[src/rtl/car_ctrl.sv]
// car_ctrl -- per-frame player-car motion controller.
//
// Converts keyboard levels and a collision flag into the sprite's top-left
// position and visibility. It also keeps the current speed and a saturating
// travelled-distance count. All state advances only on the frame tick, which
// is the first pclk edge where vblnk_in is seen high. The sprite therefore
// never moves during active video.
//
// Ports:
//   pclk      in   pixel clock, rising edge
//   rst       in   asynchronous active-high reset
//   vblnk_in  in   vertical blank from the timing stage
//   start     in   level, leaves IDLE on a tick
//   key_left, key_right, key_up, key_down  in  key levels
//   crash_in  in   collision level
//   xpos      out  [10:0] sprite left edge
//   ypos      out  [10:0] sprite top edge
//   visible   out  sprite enable for the draw stage
//   speed     out  [3:0] current speed
//   distance  out  [15:0] accumulated speed, saturating
//   state_o   out  [1:0] FSM state, for debug and checkers
//
// Handshake: there is no valid/ready handshake. Inputs are levels. They are
// sampled only on tick edges. Outputs are registered and are valid at all
// times.
module car_ctrl #(
    parameter int SCREEN_W     = 800,
    parameter int RECT_WIDTH   = 128,
    parameter int X_MIN        = 0,
    parameter int X_INIT       = 336,
    parameter int Y_INIT       = 440,
    parameter int STEP_X       = 4,
    parameter int MAX_SPEED    = 15,
    parameter int DECAY_FRAMES = 8,
    parameter int CRASH_FRAMES = 64,
    parameter int BLINK_FRAMES = 4
) (
    input  logic        pclk,
    input  logic        rst,
    input  logic        vblnk_in,
    input  logic        start,
    input  logic        key_left,
    input  logic        key_right,
    input  logic        key_up,
    input  logic        key_down,
    input  logic        crash_in,
    output logic [10:0] xpos,
    output logic [10:0] ypos,
    output logic        visible,
    output logic [3:0]  speed,
    output logic [15:0] distance,
    output logic [1:0]  state_o
);

    localparam int X_MAX = SCREEN_W - RECT_WIDTH;
    localparam int DW = (DECAY_FRAMES > 1) ? $clog2(DECAY_FRAMES) : 1;
    localparam int BW = (BLINK_FRAMES > 1) ? $clog2(BLINK_FRAMES) : 1;
    localparam int CW = (CRASH_FRAMES > 1) ? $clog2(CRASH_FRAMES) : 1;

    typedef enum logic [1:0] {
        S_IDLE  = 2'd0,
        S_RUN   = 2'd1,
        S_CRASH = 2'd2
    } state_t;

    state_t        state_q, state_d;
    logic          vblnk_q;
    logic [10:0]   xpos_q, xpos_d;
    logic [10:0]   ypos_q, ypos_d;
    logic          vis_q, vis_d;
    logic [3:0]    speed_q, speed_d;
    logic [15:0]   dist_q, dist_d;
    logic [DW-1:0] decay_q, decay_d;
    logic [BW-1:0] blink_q, blink_d;
    logic [CW-1:0] crash_q, crash_d;

    logic          tick;
    logic [3:0]    speed_dec;
    logic [11:0]   x_wide, x_left, x_right;
    logic [16:0]   dist_sum;

    assign tick = vblnk_in & ~vblnk_q;

    always_comb begin
        state_d = state_q;
        xpos_d  = xpos_q;
        ypos_d  = ypos_q;
        vis_d   = vis_q;
        speed_d = speed_q;
        dist_d  = dist_q;
        decay_d = decay_q;
        blink_d = blink_q;
        crash_d = crash_q;

        speed_dec = (speed_q == 4'd0) ? 4'd0 : speed_q - 4'd1;

        // Steering arithmetic is done 12 bits wide so that clamping happens
        // before any wrap-around could occur.
        x_wide  = {1'b0, xpos_q};
        x_left  = (x_wide < 12'(X_MIN + STEP_X)) ? 12'(X_MIN) : x_wide - 12'(STEP_X);
        x_right = (x_wide + 12'(STEP_X) > 12'(X_MAX)) ? 12'(X_MAX) : x_wide + 12'(STEP_X);
        dist_sum = 17'd0;

        if (tick) begin
            case (state_q)
                S_IDLE: begin
                    if (start) state_d = S_RUN;
                end
                S_RUN: begin
                    if (crash_in) begin
                        state_d = S_CRASH;
                        speed_d = 4'd0;
                        blink_d = '0;
                        crash_d = '0;
                    end else begin
                        if (key_down) begin
                            speed_d = speed_dec;
                            decay_d = '0;
                        end else if (key_up) begin
                            speed_d = (speed_q >= 4'(MAX_SPEED)) ? 4'(MAX_SPEED) : speed_q + 4'd1;
                            decay_d = '0;
                        end else if (decay_q == DW'(DECAY_FRAMES - 1)) begin
                            decay_d = '0;
                            speed_d = speed_dec;
                        end else begin
                            decay_d = decay_q + DW'(1);
                        end

                        // Steering uses the speed from before this tick.
                        if (speed_q != 4'd0) begin
                            if (key_left && !key_right)      xpos_d = x_left[10:0];
                            else if (key_right && !key_left) xpos_d = x_right[10:0];
                        end

                        ypos_d   = 11'(Y_INIT) - {5'b0, speed_d, 2'b00};
                        dist_sum = {1'b0, dist_q} + {13'b0, speed_d};
                        dist_d   = dist_sum[16] ? 16'hFFFF : dist_sum[15:0];
                    end
                end
                S_CRASH: begin
                    speed_d = 4'd0;
                    if (crash_q == CW'(CRASH_FRAMES - 1)) begin
                        // This is the final crash tick. The car returns to the
                        // start position. Distance is kept.
                        state_d = S_IDLE;
                        xpos_d  = 11'(X_INIT);
                        ypos_d  = 11'(Y_INIT);
                        vis_d   = 1'b1;
                        decay_d = '0;
                        blink_d = '0;
                        crash_d = '0;
                    end else begin
                        crash_d = crash_q + CW'(1);
                        if (blink_q == BW'(BLINK_FRAMES - 1)) begin
                            blink_d = '0;
                            vis_d   = ~vis_q;
                        end else begin
                            blink_d = blink_q + BW'(1);
                        end
                    end
                end
                default: state_d = S_IDLE;
            endcase
        end
    end

    always_ff @(posedge pclk or posedge rst) begin
        if (rst) begin
            state_q <= S_IDLE;
            vblnk_q <= 1'b0;
            xpos_q  <= 11'(X_INIT);
            ypos_q  <= 11'(Y_INIT);
            vis_q   <= 1'b1;
            speed_q <= 4'd0;
            dist_q  <= 16'd0;
            decay_q <= '0;
            blink_q <= '0;
            crash_q <= '0;
        end else begin
            state_q <= state_d;
            vblnk_q <= vblnk_in;
            xpos_q  <= xpos_d;
            ypos_q  <= ypos_d;
            vis_q   <= vis_d;
            speed_q <= speed_d;
            dist_q  <= dist_d;
            decay_q <= decay_d;
            blink_q <= blink_d;
            crash_q <= crash_d;
        end
    end

    assign xpos     = xpos_q;
    assign ypos     = ypos_q;
    assign visible  = vis_q;
    assign speed    = speed_q;
    assign distance = dist_q;
    assign state_o  = state_q;

endmodule

[config.mk]
export PLATFORM = sky130hd
export DESIGN_NAME = car_ctrl
export DESIGN_NICKNAME = d
export VERILOG_FILES = /design/src/rtl/car_ctrl.sv
export SDC_FILE = /design/constraint.sdc
export NUM_CORES = 1
export LEC_CHECK = 0
export CORE_AREA = 2 2 82 84
export DETAILED_ROUTE_END_ITERATION = 12
export DIE_AREA = 0 0 84 86
export GPL_ROUTABILITY_DRIVEN = 0
export PLACE_DENSITY = 0.79
export RECOVER_POWER = 25
export SLEW_MARGIN = 20
export SYNTH_ARGS = -nofsm -noshare
export SYNTH_HDL_FRONTEND = slang
export SYNTH_SLANG_ARGS = --single-unit
[constraint.sdc]
create_clock -name pclk -period 4.4 [get_ports pclk]
set_clock_uncertainty 0.2 [all_clocks]
set_input_delay 0.66 -clock pclk [delete_from_list [all_inputs] [get_ports pclk]]
set_output_delay 0.66 -clock pclk [all_outputs]
set_load 0.1 [all_outputs]
### Yosys cells after proc, flatten, opt, wreduce, memory -nomap -nowiden

Cells that the tools add are included.

* register bits after elaboration: 57
* bits of input ports: 9
* output and inout bits: 45
* word-level logic and storage cells: 94

* $add $sub $neg: 9
* order comparisons: 3
* equality and inequality tests: 11
* muxes and demuxes: 41
* bitwise logic cells: 4
* reduce and logical (&&, ||, !) cells: 16

Operators by type and width (number)
* $mux 11: 9
* $pmux 11 s2: 2
* $mux 4: 9
* $add 16x4->17: 1
* $mux 16: 1
* $mux 3: 5
* $add 11x3->12 const B: 1
* $gt 12x10->1 const B: 1
* $mux 2: 6
* $mux 6: 2
* $pmux 6 s2: 1
* $lt 11x3->1 const B: 1
* $sub 11x3->11 const B: 1
* $ne 2x2->1 const B: 5
* $sub 9x6->10 const A: 1
* $reduce_and 3->1: 3
* $pmux 4 s2: 1
* $reduce_and 4->1: 2
* $add 6x1->6 const B: 1
* $eq 6x6->1 const B: 1
* $pmux 2 s3: 1
* $pmux 3 s2: 1
* $reduce_and 6->1: 1
* $add 4x1->4 const B: 1
* 19 further kinds: 26

### Logic depth before layout (Yosys ltp)

* depth in word-level cells: 11
* depth in mapped cells: 15
* depth with buffers taken out: 14

### Least setup slack after synthesis

No wires, ideal clock.

* path type: register to register
* from: reg speed_q[0] (netlist: speed[0])
* to: reg dist_q[11] (netlist: distance[11])
* library setup time: 128 ps
* data arrival time: 3703 ps
* required time: 4072 ps
* setup slack: 368 ps
* cell stages (with the launch flop): 16
* buffers on the path: 1
* period minus slack after synthesis: 4032 ps
* cell sequence: dfrtp_1 > inv_1 > ha_1 > nor3b_2 > nor3_1 > or4_1 > ha_1 > inv_1 > fa_1 > nor2b_1 > o21ai_0 > a21oi_1 > nand4_1 > clkbuf_1 > nand2_1 > mux2_1

* cells in the longest elaborated chain, start to end: 10
* elaborated cells between the ends (all ways): 14
* those cells by class: 3 x add/sub; 1 x order compare; 9 x mux; 1 x reduce/logical

Ends and longest elaborated chain
* from (decl): line 71 `logic [3:0] speed_q, speed_d;`
* from (signal assigned): line 185 `speed_q <= speed_d;`
* $sub 4x1->4 / $logic_not 4->1 (equally long branches): line 95 `speed_dec = (speed_q == 4'd0) ? 4'd0 : speed_q - 4'd1;`
* $mux 4: line 95
* $mux 4: line 122 `end else if (decay_q == DW'(DECAY_FRAMES - 1)) begin`
* $mux 4: line 119 `end else if (key_up) begin`
* $mux 4 *: line 116 `if (key_down) begin`
* $mux 4 *: line 110 `if (crash_in) begin`
* $mux 4 *: line 105 `case (state_q)`
* $mux 4 *: line 104 `if (tick) begin`
* $add 16x4->17 *: line 136 `dist_sum = {1'b0, dist_q} + {13'b0, speed_d};`
* $mux 16 *: line 137 `dist_d = dist_sum[16] ? 16'hFFFF : dist_sum[15:0];`
* to (signal assigned): line 186 `dist_q <= dist_d;`
* to (decl): line 72 `logic [15:0] dist_q, dist_d;`

Mark *: on every way between the ends. The rest lies on a longest branch, timed or not. The select of a mux whose other input is x is not followed.
A chain may end at the register's enable or synchronous reset.

### Worst setup path in the final report

Same ends and word-level chain as after synthesis.

==> metrics.md <==
| Metric | Value |
|---|---|
| Iteration count of the initial detailed-routing pass | 4 |
| TritonCTS clock tree | yes |
| Chip height | 86 um |
| Buffer and inverter count on the worst path | 2 |
| Sequential-to-total area share from yosys stat | 0.3802 |
| Initial cell density of the core | 0.5284 |
| Die ar. | 7224 sq um |
| Startpoint of the tightest hold check path | decay_q[1] |
| Crit. path cell count | 14 |
| Leakage dissipation | 1.668 nW |
| Proportion of register bits with asynchronous set or reset after synthesis | 1.000 |
| EDFF count, synth | 0 |
| CP arrival | 3.72 ns |
| Port Buffer Count | 46 |
| Placed instance area | 3806 sq um |
| I/O pin count | 54 |
| Number of inserted filler cells in the final layout | 554 |
| Clock-pin slew on the worst setup and hold paths | 0.10 ns |
| Starting DRC count in detailed routing | 164 |
| Slack of the worst reg-to-reg path | 0.68 ns |
| Nature of the critical path startpoint | flip-flop |
| Min cycle time layout | 3.723 ns |
| Multi-input combinational cell area | 1872 sq um |
| Critical Path, Cell by Cell | inv_1, ha_1, nor3b_2, nor3_1, or4_1, ha_1, inv_1, fa_1, nor2b_1, o21ai_0, a21oi_1, nand4_1, nand2_1, mux2_1 |
| Launch instance of the worst register-to-register path | speed[0] |
| Max-capacitance violation count | 1 |
| Antenna violations before repair | 0 |
| Path type of the worst min-delay path | reg -> reg |
| Post_cts resized | 0 |
| Slew at the pin closest to its max-slew limit | 2.131 ns |
| Clock buffer count from CTS | 5 |
| Endpoint required time on the critical path | 4.39 ns |
| Synth cell types | 59 |
| Failing checks | capacitance limit, slew limit |
| Area growth from synthesis to layout | 18.22% |
| Critical path type | reg -> reg |
| Total number of vias | 3013 |
| Endpoint, Worst Hold | decay_q[1] |
| Setup slack after placement | 0.4356 ns |
| PnR worst setup slack | 0.6769 ns |
| Final non-filler cell total | 506 |
| Die width | 84 um |
| Fraction of synthesized cell area taken by the top area cell type | 0.3169 |
| Kind of capture point of the worst setup path | flip-flop |
| Power per Cell Area | 637.8 nW/um^2 |
| Core occupancy in the finished layout | 0.6247 |
| Total of warnings raised by yosys | 0 |
| Core footprint | 6277 sq um |
| Number of buffers inserted by post-CTS setup repair | 0 |
| Diodes inserted | 0 |
| Clock Path Buffers | 2 |
| Detailed-route DRC error count | 0 |
| Worst-path maximum fanout | 8 |
| Final routed wirelength across all metal layers | 7450 um |
| FF+latch count, synth | 50 |
| Synth Flop Type | sky130_fd_sc_hd__dfrtp_1 |
| Global-route wire length before repair | 12770 um |
| Worst slew margin | -0.4283 |
| CTS sink count | 50 |
| Peak VDD IR | 516.4 uV |
| Number of hold violations in the final report | 0 |
| Cell depth of the worst hold path | 2 |
| Netlist area before placement | 3317 sq um |
| Main area contributors after synthesis | sky130_fd_sc_hd__dfrtp_1 (32%), sky130_fd_sc_hd__ha_1 (6.8%), sky130_fd_sc_hd__dfstp_2 (6.3%) |
| Number of pins exceeding their max-slew limit in the final report | 51 |
| Detail-routed net length per standard cell | 14.72 um |
| Share of cells above drive strength 1 | 0.06993 |
| # nets final | 456 |
| Gate count after technology mapping | 389 |
| Destination of the worst register-to-register timing path | distance[11] |
| All-layer global routing usage | 0.2122 |
| Vias in the first global route | 2790 |
| Dominant delay contributor by cell family on the critical path | simple AND/OR/NAND/NOR gates |
| Placement Rows | 29 |
| Post-route fraction of the period consumed by the critical path | 0.8462 |
| Area used by sequential logic in the layout | 1261 sq um |
| Maximum frequency from static timing analysis | 268.6 MHz |
| Final setup fails | 0 |
| Count of antenna-violating nets left after detailed routing | 0 |
| Final std cell area, no fill | 3921 sq um |
| Summed negative setup slack over all endpoints | 0 ns |
| Post-synthesis cell type with the largest combined area | sky130_fd_sc_hd__dfrtp_1 |
| Number of hold buffers added after CTS | 0 |
| Pin count of the biggest net entering global routing | 51 |
| Unrepaired setup endpoints after global routing | false |
| Syn avg cell area | 8.527 sq um |
| Placed Cells incl. Taps | 498 |
| Max stage delay cell, worst path | sky130_fd_sc_hd__or4_1 |
| Delay of the slowest cell on the worst path | 0.63 ns |
| Post-detail-place hpwl | 5462 um |
| Worst-Skew Late Latency | 0.30 ns |
| Reg2reg path depth | 14 |
| Run status | finished, violations left |
| H-tree depth | 2 |
| Via/cell ratio | 5.955 |
| Residual overflow from global routing | 0 |
| Library cell used as clock root buffer | sky130_fd_sc_hd__clkbuf_8 |
[synth_stat cells, types with 4 or more instances]
cell and instances:
sky130_fd_sc_hd__xnor2_1 6, sky130_fd_sc_hd__a31oi_1 7, sky130_fd_sc_hd__clkbuf_1 13, sky130_fd_sc_hd__o21ai_1 4, sky130_fd_sc_hd__a22o_1 5, sky130_fd_sc_hd__nand2b_1 4
sky130_fd_sc_hd__a21oi_1 28, sky130_fd_sc_hd__nor2b_1 5, sky130_fd_sc_hd__o31ai_1 4, sky130_fd_sc_hd__o21ai_0 25, sky130_fd_sc_hd__or4_1 4, sky130_fd_sc_hd__nand4_1 5
sky130_fd_sc_hd__xor2_1 5, sky130_fd_sc_hd__inv_1 23, sky130_fd_sc_hd__buf_4 7, sky130_fd_sc_hd__nand3_1 17, sky130_fd_sc_hd__nor2_1 28, sky130_fd_sc_hd__o21a_1 5
sky130_fd_sc_hd__dfrtp_1 42, sky130_fd_sc_hd__ha_1 18, sky130_fd_sc_hd__and3_1 12, sky130_fd_sc_hd__nand2_1 37, sky130_fd_sc_hd__nor3_1 14, sky130_fd_sc_hd__dfstp_2 8
sky130_fd_sc_hd__or3_1 4
[power breakdown]
part	switching (W)	internal, W	total [W]
Clock	0.000157	0.000169	0.000326
Combinational	0.00104	0.000400	0.00144
Sequential	0.000151	0.000587	0.000738
Total	0.00135	0.00116	0.00250
[layout make-up]
type / count / share of cell area
clock inverters: 3 / 0.01149
well taps: 77 / 0.02457
multi-input cells: 298 / 0.4773
clock buffers: 5 / 0.01755
flip-flops and latches: 50 / 0.3216
inverters: 23 / 0.02234
repair buffers: 50 / 0.1251
[registers in the layout, indices dropped and copies added (netlist names)]
| signal | flops |
|---|---|
| distance | 16 |
| xpos | 9 |
| crash_q | 6 |
| ypos | 6 |
| speed | 4 |
| decay_q | 3 |
| blink_q | 2 |
| state_o | 2 |
| vblnk_q | 1 |
| visible | 1 |
[layer usage]
metal | wire length [um] | track usage | up-vias
li1 | - | - | 1459
met4 | 131 | 0.07771 | 0
met1 | 3360 | 0.2779 | 1455
met2 | 3573 | 0.3585 | 87
met3 | 385 | 0.03272 | 12
met5 | 0 | 0 | -
[how the worst max path moves through the flow]
stage / from / to
floorplan: speed[0] / distance[11]
global placement: key_down / distance[11]
detailed placement: key_down / distance[2]
CTS: speed[0] / distance[11]
global route: speed[0] / distance[12]
finish: speed[0] / distance[11]
[kinds of logic after synthesis]
family          Yosys count  share of synthesized area
buf+inv                  46                    0.06111
xor+xnor                 11                    0.02904
simple gates            152                     0.2388
compound gates          104                     0.1988
flops                    50                     0.3802
fa+ha+maj                19                    0.07394
mux                       5                    0.01584
other cells               2                   0.002264
[worst register-to-register path: stages (launching register included)]
cell                      delay, ns
sky130_fd_sc_hd__dfrtp_1       0.48
sky130_fd_sc_hd__inv_1         0.11
sky130_fd_sc_hd__ha_1          0.24
sky130_fd_sc_hd__nor3b_2       0.37
sky130_fd_sc_hd__nor3_1        0.09
sky130_fd_sc_hd__or4_1         0.63
sky130_fd_sc_hd__ha_1          0.25
sky130_fd_sc_hd__inv_1         0.08
sky130_fd_sc_hd__fa_1          0.18
sky130_fd_sc_hd__nor2b_1       0.05
sky130_fd_sc_hd__o21ai_0       0.20
sky130_fd_sc_hd__a21oi_1       0.16
sky130_fd_sc_hd__nand4_1       0.21
sky130_fd_sc_hd__nand2_1       0.07
sky130_fd_sc_hd__mux2_1        0.28
[metrics by stage]
step / total power, W / hold slack (ns)
after CTS: 0.002512 / 0.3067
after floorplan: 0.001843 / 0.2428
after detailed placement: 0.002171 / 0.2866
after global routing: 0.002652 / 0.3325
after global placement: 0.002144 / 0.2568
final: 0.002501 / 0.2975
[placed cells by master, fill, tap and decap left out, types with 6 or more instances in the layout]
master,netlist,routed
sky130_fd_sc_hd__nor3_1,14,14
sky130_fd_sc_hd__inv_1,23,22
sky130_fd_sc_hd__dfstp_2,8,8
sky130_fd_sc_hd__a31oi_1,7,7
sky130_fd_sc_hd__and3_1,12,12
sky130_fd_sc_hd__conb_1,2,7
sky130_fd_sc_hd__dfrtp_1,42,42
sky130_fd_sc_hd__o21ai_0,25,24
sky130_fd_sc_hd__nor2_1,28,28
sky130_fd_sc_hd__xnor2_1,6,6
sky130_fd_sc_hd__a21oi_1,28,28
sky130_fd_sc_hd__nand3_1,17,17
sky130_fd_sc_hd__nand2_1,37,37
sky130_fd_sc_hd__clkdlybuf4s50_1,0,44
sky130_fd_sc_hd__ha_1,18,18
Power figures use the tool's default switching activity.
